File: config.mk
export PLATFORM = sky130hd
export DESIGN_NAME = wash_phase_scheduler
export DESIGN_NICKNAME = d
export VERILOG_FILES = /design/src/rtl/wash_phase_scheduler.sv
export SDC_FILE = /design/constraint.sdc
export NUM_CORES = 1
export LEC_CHECK = 0
export ABC_CLOCK_PERIOD_IN_PS = 3600
export CAP_MARGIN = 20
export CORE_MARGIN = 10
export CORE_UTILIZATION = 60
export DETAILED_ROUTE_END_ITERATION = 10
export DONT_BUFFER_PORTS = 1
export PLACE_DENSITY = 0.77
export SYNTH_ARGS = -nofsm -noshare
export SYNTH_HDL_FRONTEND = slang
export SYNTH_SLANG_ARGS = --single-unit
File: constraint.sdc
create_clock -name i_clk -period 3.6 [get_ports i_clk]
set_input_delay 0.18 -clock i_clk [delete_from_list [all_inputs] [get_ports i_clk]]
set_output_delay 0.18 -clock i_clk [all_outputs]
set_load 0.02 [all_outputs]
File: src/rtl/wash_phase_scheduler.sv
// Laundry program sequencer: lock, fill, optional heat, agitate, drain, spin,
// then up to three rinse passes. All timing counts an external 1 Hz tick.
module wash_phase_scheduler #(
    parameter int          TIMER_W       = 12,
    parameter logic [9:0]  LEVEL_FULL    = 10'd512,
    parameter logic [9:0]  LEVEL_EMPTY   = 10'd16,
    parameter int          FILL_TIMEOUT  = 120,
    parameter int          HEAT_TIMEOUT  = 900,
    parameter int          DRAIN_TIMEOUT = 90,
    parameter int          WASH_TIME     = 600,
    parameter int          RINSE_TIME    = 180,
    parameter int          SPIN_TIME     = 360,
    parameter int          AGIT_ON       = 12,
    parameter int          AGIT_OFF      = 3,
    parameter int          REBAL_TIME    = 20,
    parameter int          MAX_RETRY     = 3
) (
    input  logic       i_clk,
    input  logic       i_rst_n,
    input  logic       i_tick,
    input  logic       i_start,
    input  logic       i_pause,
    input  logic       i_abort,
    input  logic       i_clear,
    input  logic       i_door_closed,
    input  logic       i_heat_req,
    input  logic [1:0] i_rinse_cnt,
    input  logic [9:0] i_water_level,
    input  logic       i_temp_reached,
    input  logic       i_vibration,
    output logic       o_fill_en,
    output logic       o_heat_en,
    output logic       o_drum_en,
    output logic       o_drum_dir,
    output logic       o_spin_en,
    output logic       o_drain_en,
    output logic       o_door_lock,
    output logic       o_done,
    output logic       o_fault,
    output logic [2:0] o_fault_code,
    output logic [3:0] o_phase
);

    typedef enum logic [3:0] {
        S_IDLE      = 4'd0,
        S_FILL      = 4'd1,
        S_HEAT      = 4'd2,
        S_AGITATE   = 4'd3,
        S_DRAIN     = 4'd4,
        S_SPIN      = 4'd5,
        S_REBALANCE = 4'd6,
        S_DONE      = 4'd7,
        S_FAULT     = 4'd8,
        S_ABORT     = 4'd9
    } state_t;

    localparam logic [TIMER_W-1:0] L_FILL  = TIMER_W'(FILL_TIMEOUT);
    localparam logic [TIMER_W-1:0] L_HEAT  = TIMER_W'(HEAT_TIMEOUT);
    localparam logic [TIMER_W-1:0] L_DRAIN = TIMER_W'(DRAIN_TIMEOUT);
    localparam logic [TIMER_W-1:0] L_WASH  = TIMER_W'(WASH_TIME);
    localparam logic [TIMER_W-1:0] L_RINSE = TIMER_W'(RINSE_TIME);
    localparam logic [TIMER_W-1:0] L_SPIN  = TIMER_W'(SPIN_TIME);
    localparam logic [TIMER_W-1:0] L_REBAL = TIMER_W'(REBAL_TIME);

    // One agitation cycle: CW on, off, CCW on, off.
    localparam int               AGIT_CYC = 2 * (AGIT_ON + AGIT_OFF);
    localparam int               SUB_W    = $clog2(AGIT_CYC + 1);
    localparam logic [SUB_W-1:0] SUB_ON   = SUB_W'(AGIT_ON);
    localparam logic [SUB_W-1:0] SUB_REV  = SUB_W'(AGIT_ON + AGIT_OFF);
    localparam logic [SUB_W-1:0] SUB_ON2  = SUB_W'(2 * AGIT_ON + AGIT_OFF);
    localparam logic [SUB_W-1:0] SUB_LAST = SUB_W'(AGIT_CYC - 1);
    localparam logic [3:0]       RETRY_MAX = 4'(MAX_RETRY);

    state_t             r_state, w_state_next;
    logic [TIMER_W-1:0] r_timer, w_timer_next;
    logic [SUB_W-1:0]   r_sub, w_sub_next;
    logic [1:0]         r_pass, w_pass_next;
    logic [3:0]         r_retry, w_retry_next;
    logic               r_heat_cfg, w_heat_cfg_next;
    logic [1:0]         r_rinse_cfg, w_rinse_cfg_next;
    logic [2:0]         r_fault_code, w_fault_code_next;

    logic r_fill_en, r_heat_en, r_drum_en, r_drum_dir, r_spin_en;
    logic r_drain_en, r_door_lock, r_done, r_fault;
    logic w_fill_en, w_heat_en, w_drum_en, w_drum_dir, w_spin_en;
    logic w_drain_en, w_door_lock, w_done, w_fault;

    logic w_active, w_hold, w_entry, w_count, w_full, w_empty;
    logic [TIMER_W-1:0] w_agit_limit;

    always_ff @(posedge i_clk or negedge i_rst_n) begin
        if (!i_rst_n) begin
            r_state      <= S_IDLE;
            r_timer      <= '0;
            r_sub        <= '0;
            r_pass       <= '0;
            r_retry      <= '0;
            r_heat_cfg   <= 1'b0;
            r_rinse_cfg  <= '0;
            r_fault_code <= '0;
            r_fill_en    <= 1'b0;
            r_heat_en    <= 1'b0;
            r_drum_en    <= 1'b0;
            r_drum_dir   <= 1'b0;
            r_spin_en    <= 1'b0;
            r_drain_en   <= 1'b0;
            r_door_lock  <= 1'b0;
            r_done       <= 1'b0;
            r_fault      <= 1'b0;
        end else begin
            r_state      <= w_state_next;
            r_timer      <= w_timer_next;
            r_sub        <= w_sub_next;
            r_pass       <= w_pass_next;
            r_retry      <= w_retry_next;
            r_heat_cfg   <= w_heat_cfg_next;
            r_rinse_cfg  <= w_rinse_cfg_next;
            r_fault_code <= w_fault_code_next;
            r_fill_en    <= w_fill_en;
            r_heat_en    <= w_heat_en;
            r_drum_en    <= w_drum_en;
            r_drum_dir   <= w_drum_dir;
            r_spin_en    <= w_spin_en;
            r_drain_en   <= w_drain_en;
            r_door_lock  <= w_door_lock;
            r_done       <= w_done;
            r_fault      <= w_fault;
        end
    end

    assign w_full       = (i_water_level >= LEVEL_FULL);
    assign w_empty      = (i_water_level <= LEVEL_EMPTY);
    assign w_agit_limit = (r_pass == 2'd0) ? L_WASH : L_RINSE;
    assign w_active     = (r_state >= S_FILL) && (r_state <= S_REBALANCE);
    // Pause only freezes when nothing of higher priority is pending.
    assign w_hold = w_active && i_pause && !i_abort && i_door_closed &&
                    !((r_state == S_SPIN) && i_vibration);

    always_comb begin
        w_state_next      = r_state;
        w_pass_next       = r_pass;
        w_retry_next      = r_retry;
        w_heat_cfg_next   = r_heat_cfg;
        w_rinse_cfg_next  = r_rinse_cfg;
        w_fault_code_next = r_fault_code;

        if (w_active && i_abort) begin
            w_state_next = S_ABORT;
        end else if (w_active && !i_door_closed) begin
            w_state_next      = S_FAULT;
            w_fault_code_next = 3'd5;
        end else if (!w_hold) begin
            case (r_state)
                S_IDLE: begin
                    if (i_start && i_door_closed) begin
                        w_heat_cfg_next  = i_heat_req;
                        w_rinse_cfg_next = i_rinse_cnt;
                        w_pass_next      = 2'd0;
                        w_state_next     = S_FILL;
                    end
                end
                S_FILL: begin
                    if (w_full) begin
                        w_state_next = (r_heat_cfg && (r_pass == 2'd0)) ? S_HEAT : S_AGITATE;
                    end else if (r_timer >= L_FILL) begin
                        w_state_next      = S_FAULT;
                        w_fault_code_next = 3'd1;
                    end
                end
                S_HEAT: begin
                    if (i_temp_reached) begin
                        w_state_next = S_AGITATE;
                    end else if (r_timer >= L_HEAT) begin
                        w_state_next      = S_FAULT;
                        w_fault_code_next = 3'd2;
                    end
                end
                S_AGITATE: begin
                    if (r_timer >= w_agit_limit) w_state_next = S_DRAIN;
                end
                S_DRAIN: begin
                    if (w_empty) begin
                        w_state_next = S_SPIN;
                        w_retry_next = '0;
                    end else if (r_timer >= L_DRAIN) begin
                        w_state_next      = S_FAULT;
                        w_fault_code_next = 3'd3;
                    end
                end
                S_SPIN: begin
                    if (i_vibration) begin
                        w_state_next = S_REBALANCE;
                    end else if (r_timer >= L_SPIN) begin
                        if (r_pass < r_rinse_cfg) begin
                            w_pass_next  = r_pass + 2'd1;
                            w_state_next = S_FILL;
                        end else begin
                            w_state_next = S_DONE;
                        end
                    end
                end
                S_REBALANCE: begin
                    if (r_timer >= L_REBAL) begin
                        w_retry_next = r_retry + 4'd1;
                        if (w_retry_next == RETRY_MAX) begin
                            w_state_next      = S_FAULT;
                            w_fault_code_next = 3'd4;
                        end else begin
                            w_state_next = S_SPIN;
                        end
                    end
                end
                S_DONE: begin
                    if (i_clear) w_state_next = S_IDLE;
                end
                S_FAULT: begin
                    if (i_clear && w_empty) begin
                        w_state_next      = S_IDLE;
                        w_fault_code_next = 3'd0;
                    end
                end
                S_ABORT: begin
                    if (w_empty) begin
                        w_state_next = S_IDLE;
                    end else if (r_timer >= L_DRAIN) begin
                        w_state_next      = S_FAULT;
                        w_fault_code_next = 3'd3;
                    end
                end
                default: w_state_next = S_IDLE;
            endcase
        end
    end

    // A tick landing on a state entry is swallowed: the new state starts at 0.
    assign w_entry = (w_state_next != r_state);
    assign w_count = i_tick && !w_hold && !w_entry;

    always_comb begin
        w_timer_next = r_timer;
        w_sub_next   = r_sub;
        if (w_entry) begin
            w_timer_next = '0;
            w_sub_next   = '0;
        end else if (w_count) begin
            if (r_timer != {TIMER_W{1'b1}}) w_timer_next = r_timer + 1'b1;
            if ((r_state == S_HEAT) || (r_state == S_AGITATE))
                w_sub_next = (r_sub == SUB_LAST) ? '0 : r_sub + 1'b1;
        end
    end

    // Outputs are decoded from the next state so they change on the same edge.
    always_comb begin
        w_fill_en   = 1'b0;
        w_heat_en   = 1'b0;
        w_drum_en   = 1'b0;
        w_drum_dir  = 1'b0;
        w_spin_en   = 1'b0;
        w_drain_en  = 1'b0;
        w_door_lock = 1'b0;
        w_done      = 1'b0;
        w_fault     = 1'b0;
        if (w_hold) begin
            w_door_lock = 1'b1;
        end else begin
            case (w_state_next)
                S_FILL: begin
                    w_fill_en   = 1'b1;
                    w_door_lock = 1'b1;
                end
                S_HEAT, S_AGITATE: begin
                    w_heat_en   = (w_state_next == S_HEAT);
                    w_door_lock = 1'b1;
                    w_drum_en   = (w_sub_next < SUB_ON) ||
                                  ((w_sub_next >= SUB_REV) && (w_sub_next < SUB_ON2));
                    w_drum_dir  = (w_sub_next >= SUB_REV);
                end
                S_DRAIN, S_ABORT: begin
                    w_drain_en  = 1'b1;
                    w_door_lock = 1'b1;
                end
                S_SPIN: begin
                    w_spin_en   = 1'b1;
                    w_drain_en  = 1'b1;
                    w_door_lock = 1'b1;
                end
                S_REBALANCE: begin
                    w_drum_en   = 1'b1;
                    w_drum_dir  = w_timer_next[0];
                    w_door_lock = 1'b1;
                end
                S_DONE: w_done = 1'b1;
                S_FAULT: begin
                    w_fault     = 1'b1;
                    w_drain_en  = !w_empty;
                    w_door_lock = !w_empty;
                end
                default: ;
            endcase
        end
    end

    assign o_fill_en    = r_fill_en;
    assign o_heat_en    = r_heat_en;
    assign o_drum_en    = r_drum_en;
    assign o_drum_dir   = r_drum_dir;
    assign o_spin_en    = r_spin_en;
    assign o_drain_en   = r_drain_en;
    assign o_door_lock  = r_door_lock;
    assign o_done       = r_done;
    assign o_fault      = r_fault;
    assign o_fault_code = r_fault_code;
    assign o_phase      = r_state;

endmodule

==> qor.tcl <==
set qor(ctsLongestPathBuffers) 2
set qor(setup-tns-final_ps) 0
set qor(worst_skew_late_latency_ps) 300
set qor(vias_per_cell) 6.410
set qor(synth_top_cells_by_count) {sky130_fd_sc_hd__nor2_1 (46), sky130_fd_sc_hd__dfrtp_1 (42), sky130_fd_sc_hd__nand2_1 (28), sky130_fd_sc_hd__inv_1 (20)}
set qor(cts_tree) {yes}
set qor(port_buffers) 0
set qor(synth_enable_flop_cells) 0
set qor(route.detailed.drc) 0
set qor(internal_power_w) 0.001148
set qor(detailed_place_hpwl_um) 5870
set qor(antenna_found_initial) 0
set qor(total_switching_power_w) 0.0009620
set qor(arrival_ps) 3430
set qor(cts.reportedPaths.clkPinSlew_ps) 80
set qor(final-hold-violation-count) 0
set qor(synth.most_common_cell) {sky130_fd_sc_hd__nor2_1}
set qor(clkSinkCount) 42
set qor(die_area_um2) 8642
set qor(place_area_um2) 3244
set qor(rsz0062_at_grt) {no}
set qor(die_width_um) 92.97
set qor(synth.avg_cell_area_um2) 8.776
set qor(globalRouteOverflowTotal) 0
set qor(worst_setup_ep_type) {flop}
set qor(via_count) 2814
set qor(gr-usage-met1_pct) 24.18
set qor(design.portCount) 39
set qor(critical_path_required_ps) 3830
set qor(fraction_of_the_cycle_the_final_worst_path_needs_pct) 89.13
set qor(share_clk_of_total_power_pct) 15.1
set qor(ranking_of_synthesized_cells_by_area) {sky130_fd_sc_hd__dfrtp_1 (33%), sky130_fd_sc_hd__nor2_1 (5.4%), sky130_fd_sc_hd__ha_1 (5.1%)}
set qor(global_routing_s_busiest_layer) {met2}
set qor(relSlewSlack_pct) 52.78
set qor(clock-root-buffer) {sky130_fd_sc_hd__clkbuf_8}
set qor(finalNetCount) 404
set qor(period_needed_ps) 3209
set qor(drtAntennaViolNets) 0
set qor(gp_congestion) 0.9224
set qor(fp.coreArea_um2) 5140
set qor(synthesis.area_um2) 3194
set qor(synth_cell_type_count) 79
set qor(critical_path_type) {flop to flop}
set qor(grt_util_all_layers_pct) 18.07
set qor(globalRouteMet3Util_pct) 4.681
set qor(number_of_endpoints_failing_setup_at_the_final_stage) 0
set qor(grtUsageMet2_pct) 28.04
set qor(status) {finished, final reports clean}
set qor(power_per_cell_area_nw_per_um2) 625.9
set qor(first_pass_grt_wire_length_um) 13040
set qor(synth.ff_latch_count) 42
set qor(timing.hold.worst.class) {input pin to flop}
set qor(start_util_pct) 62.15
set qor(synth.net_count) 400
set qor(dr.pass1.iters) 5
set qor(ys_dominant_reg_cell) {sky130_fd_sc_hd__dfrtp_1}
set qor(static-leakage-power_nw) 1.435
set qor(stdcell_area_um2) 3372
set qor(crit_path_max_fanout) 12
set qor(synthDominantCellAreaShare_pct) 32.90
set qor(post_synth_inst_count) 364
set qor(combPwrFrac_pct) 50.7
set qor(worst_slew_pin_slew_ps) 708.2
set qor(routed_wirelength_um) 7773
set qor(start_kind) {flop}
set qor(layout-drive-gt1-share_pct) 13.55
set qor(vias_in_the_first_global_route) 2646
set qor(peak_ir_drop_on_the_vdd_network_v) 0.0004047
set qor(synth_seq_area_share_pct) 32.90
set qor(grt_max_degree) 43
set qor(skew_ps) 8.915
set qor(rows) 26
set qor(cts-buffers-inserted) 5
set qor(total_number_of_yosys_warnings) 0
set qor(routed_wire_length_per_instance_um) 17.71
set qor(synthArstFlopShare_pct) 100.0
set qor(die_h_um) 92.97
set qor(post-synth-top-area-cell) {sky130_fd_sc_hd__dfrtp_1}
set qor(area_growth_pct) 5.562
set qor(fmax_mhz) 311.7
set qor(worst-r2r-setup-slack_ps) 390
set qor(maxCapViolations) 0
set qor(timing_max_transition_violations_final) 0
set qor(antenna-diode-count) 0
set qor(detailedRoute.firstIterationViolations) 292
set qor(seqPwrFrac_pct) 34.3
set qor(h_tree_level_count) 2
set qor(power_switching_share_pct) 45.58
==> sequential cells by signal, indices dropped and copies added, names as in the netlist, 2 cells and up <==
signal,flops
o_fault_code,3
r_retry,4
o_phase,4
r_sub,5
r_pass,2
r_rinse_cfg,2
r_timer,12
==> metrics by stage <==
stage / hold WS (ps) / total power [W] / utilization (%) / worst slack (ps) / instances
after floorplan: -115.6 / 0.001523 / - / 678.0 / 364
after global placement: -113.3 / 0.001738 / 63.12 / 500.7 / 429
after detailed placement: -113.6 / 0.001766 / 63.12 / 344.6 / 429
after CTS: 22.73 / 0.002103 / 65.48 / 310.9 / 439
after global routing: 20.59 / 0.002260 / 65.60 / 110.2 / 439
final: 24.71 / 0.002110 / 65.60 / 391.5 / 439
==> final timing paths <==
kind | startpoint | end | depth (start not counted)
max in group asynchronous | i_rst_n | o_drum_dir | 2
setup / recovery | r_pass[0] | r_timer[10] | 13
setup reg to reg | r_pass[0] | r_timer[10] | 13
hold / removal | i_heat_req | r_heat_cfg | 1
min in group asynchronous | i_rst_n | r_timer[11] | 2
hold reg to reg | r_rinse_cfg[1] | r_rinse_cfg[1] | 1
==> placed cells by master, fill, tap and decap left out, types with 4 or more instances in the layout <==
cell type	count
sky130_fd_sc_hd__nor2_1	46
sky130_fd_sc_hd__dfrtp_1	42
sky130_fd_sc_hd__nand2_1	28
sky130_fd_sc_hd__inv_1	20
sky130_fd_sc_hd__a21oi_1	14
sky130_fd_sc_hd__nor3_1	14
sky130_fd_sc_hd__o21ai_0	14
sky130_fd_sc_hd__nand3_1	13
sky130_fd_sc_hd__ha_1	13
sky130_fd_sc_hd__nand4_1	10
sky130_fd_sc_hd__buf_4	10
sky130_fd_sc_hd__xnor2_1	8
sky130_fd_sc_hd__and3_1	7
sky130_fd_sc_hd__nand2b_1	6
sky130_fd_sc_hd__clkbuf_8	6
sky130_fd_sc_hd__o2111ai_1	5
sky130_fd_sc_hd__a31oi_1	5
sky130_fd_sc_hd__mux2_2	5
sky130_fd_sc_hd__nor2b_1	4
sky130_fd_sc_hd__mux2i_1	4
sky130_fd_sc_hd__nor3b_1	4
sky130_fd_sc_hd__o22ai_1	4
sky130_fd_sc_hd__xor2_1	4
==> worst max-delay path, stage by stage (launching register included) <==
cell	delay, ps
sky130_fd_sc_hd__dfrtp_1	400
sky130_fd_sc_hd__inv_1	100
sky130_fd_sc_hd__ha_1	200
sky130_fd_sc_hd__inv_1	120
sky130_fd_sc_hd__ha_1	300
sky130_fd_sc_hd__a21bo_2	210
sky130_fd_sc_hd__a21oi_1	220
sky130_fd_sc_hd__nor3b_1	110
sky130_fd_sc_hd__nor4_2	400
sky130_fd_sc_hd__mux2i_1	300
sky130_fd_sc_hd__o2111a_1	230
sky130_fd_sc_hd__o2111ai_2	190
sky130_fd_sc_hd__buf_4	250
sky130_fd_sc_hd__nor2_1	110
==> area by class of cell <==
| cell class | instances | area, µm² |
|---|---|---|
| clock buffer | 7 | 86.33 |
| clock inverter | 1 | 5.005 |
| fill | 461 | 1768 |
| inverter | 21 | 78.83 |
| multi-input combinational | 286 | 1958 |
| sequential | 42 | 1051 |
| tap | 70 | 87.58 |
| timing repair buffer | 12 | 105.1 |
==> per-layer routing <==
layer  part of all wire, %  vias up
li1                      -     1354
met1                    44     1322
met2                    46      125
met3                   8.5       13
met4                   1.5        0
met5                     0        -
==> power groups by stage <==
stage | registers, W | clock network (W) | logic (W)
detailed placement | 0.000731 | 0 | 0.00103
finish | 0.000723 | 0.000318 | 0.00107
global placement | 0.000728 | 0 | 0.00101
CTS | 0.000723 | 0.000326 | 0.00105
global route | 0.000739 | 0.000338 | 0.00118
floorplan | 0.000696 | 0 | 0.000827
==> logic make-up after synthesis <==
logic type | after synthesis | synth area share, %
simple gates | 164 | 27.97
mux | 9 | 3.016
flops | 42 | 32.90
fa+ha+maj | 13 | 5.092
compound gates | 88 | 21.74
buf+inv | 36 | 5.993
xor+xnor | 12 | 3.290
==> timing repair <==
action | in CTS | in global routing
hold endpoints to repair | 42 | 0
hold buffers | 2 | 0
setup endpoints to repair | 0 | 13
setup buffers | 0 | 0
gates resized for setup | 0 | 1
(Power assumes the default switching activity.)
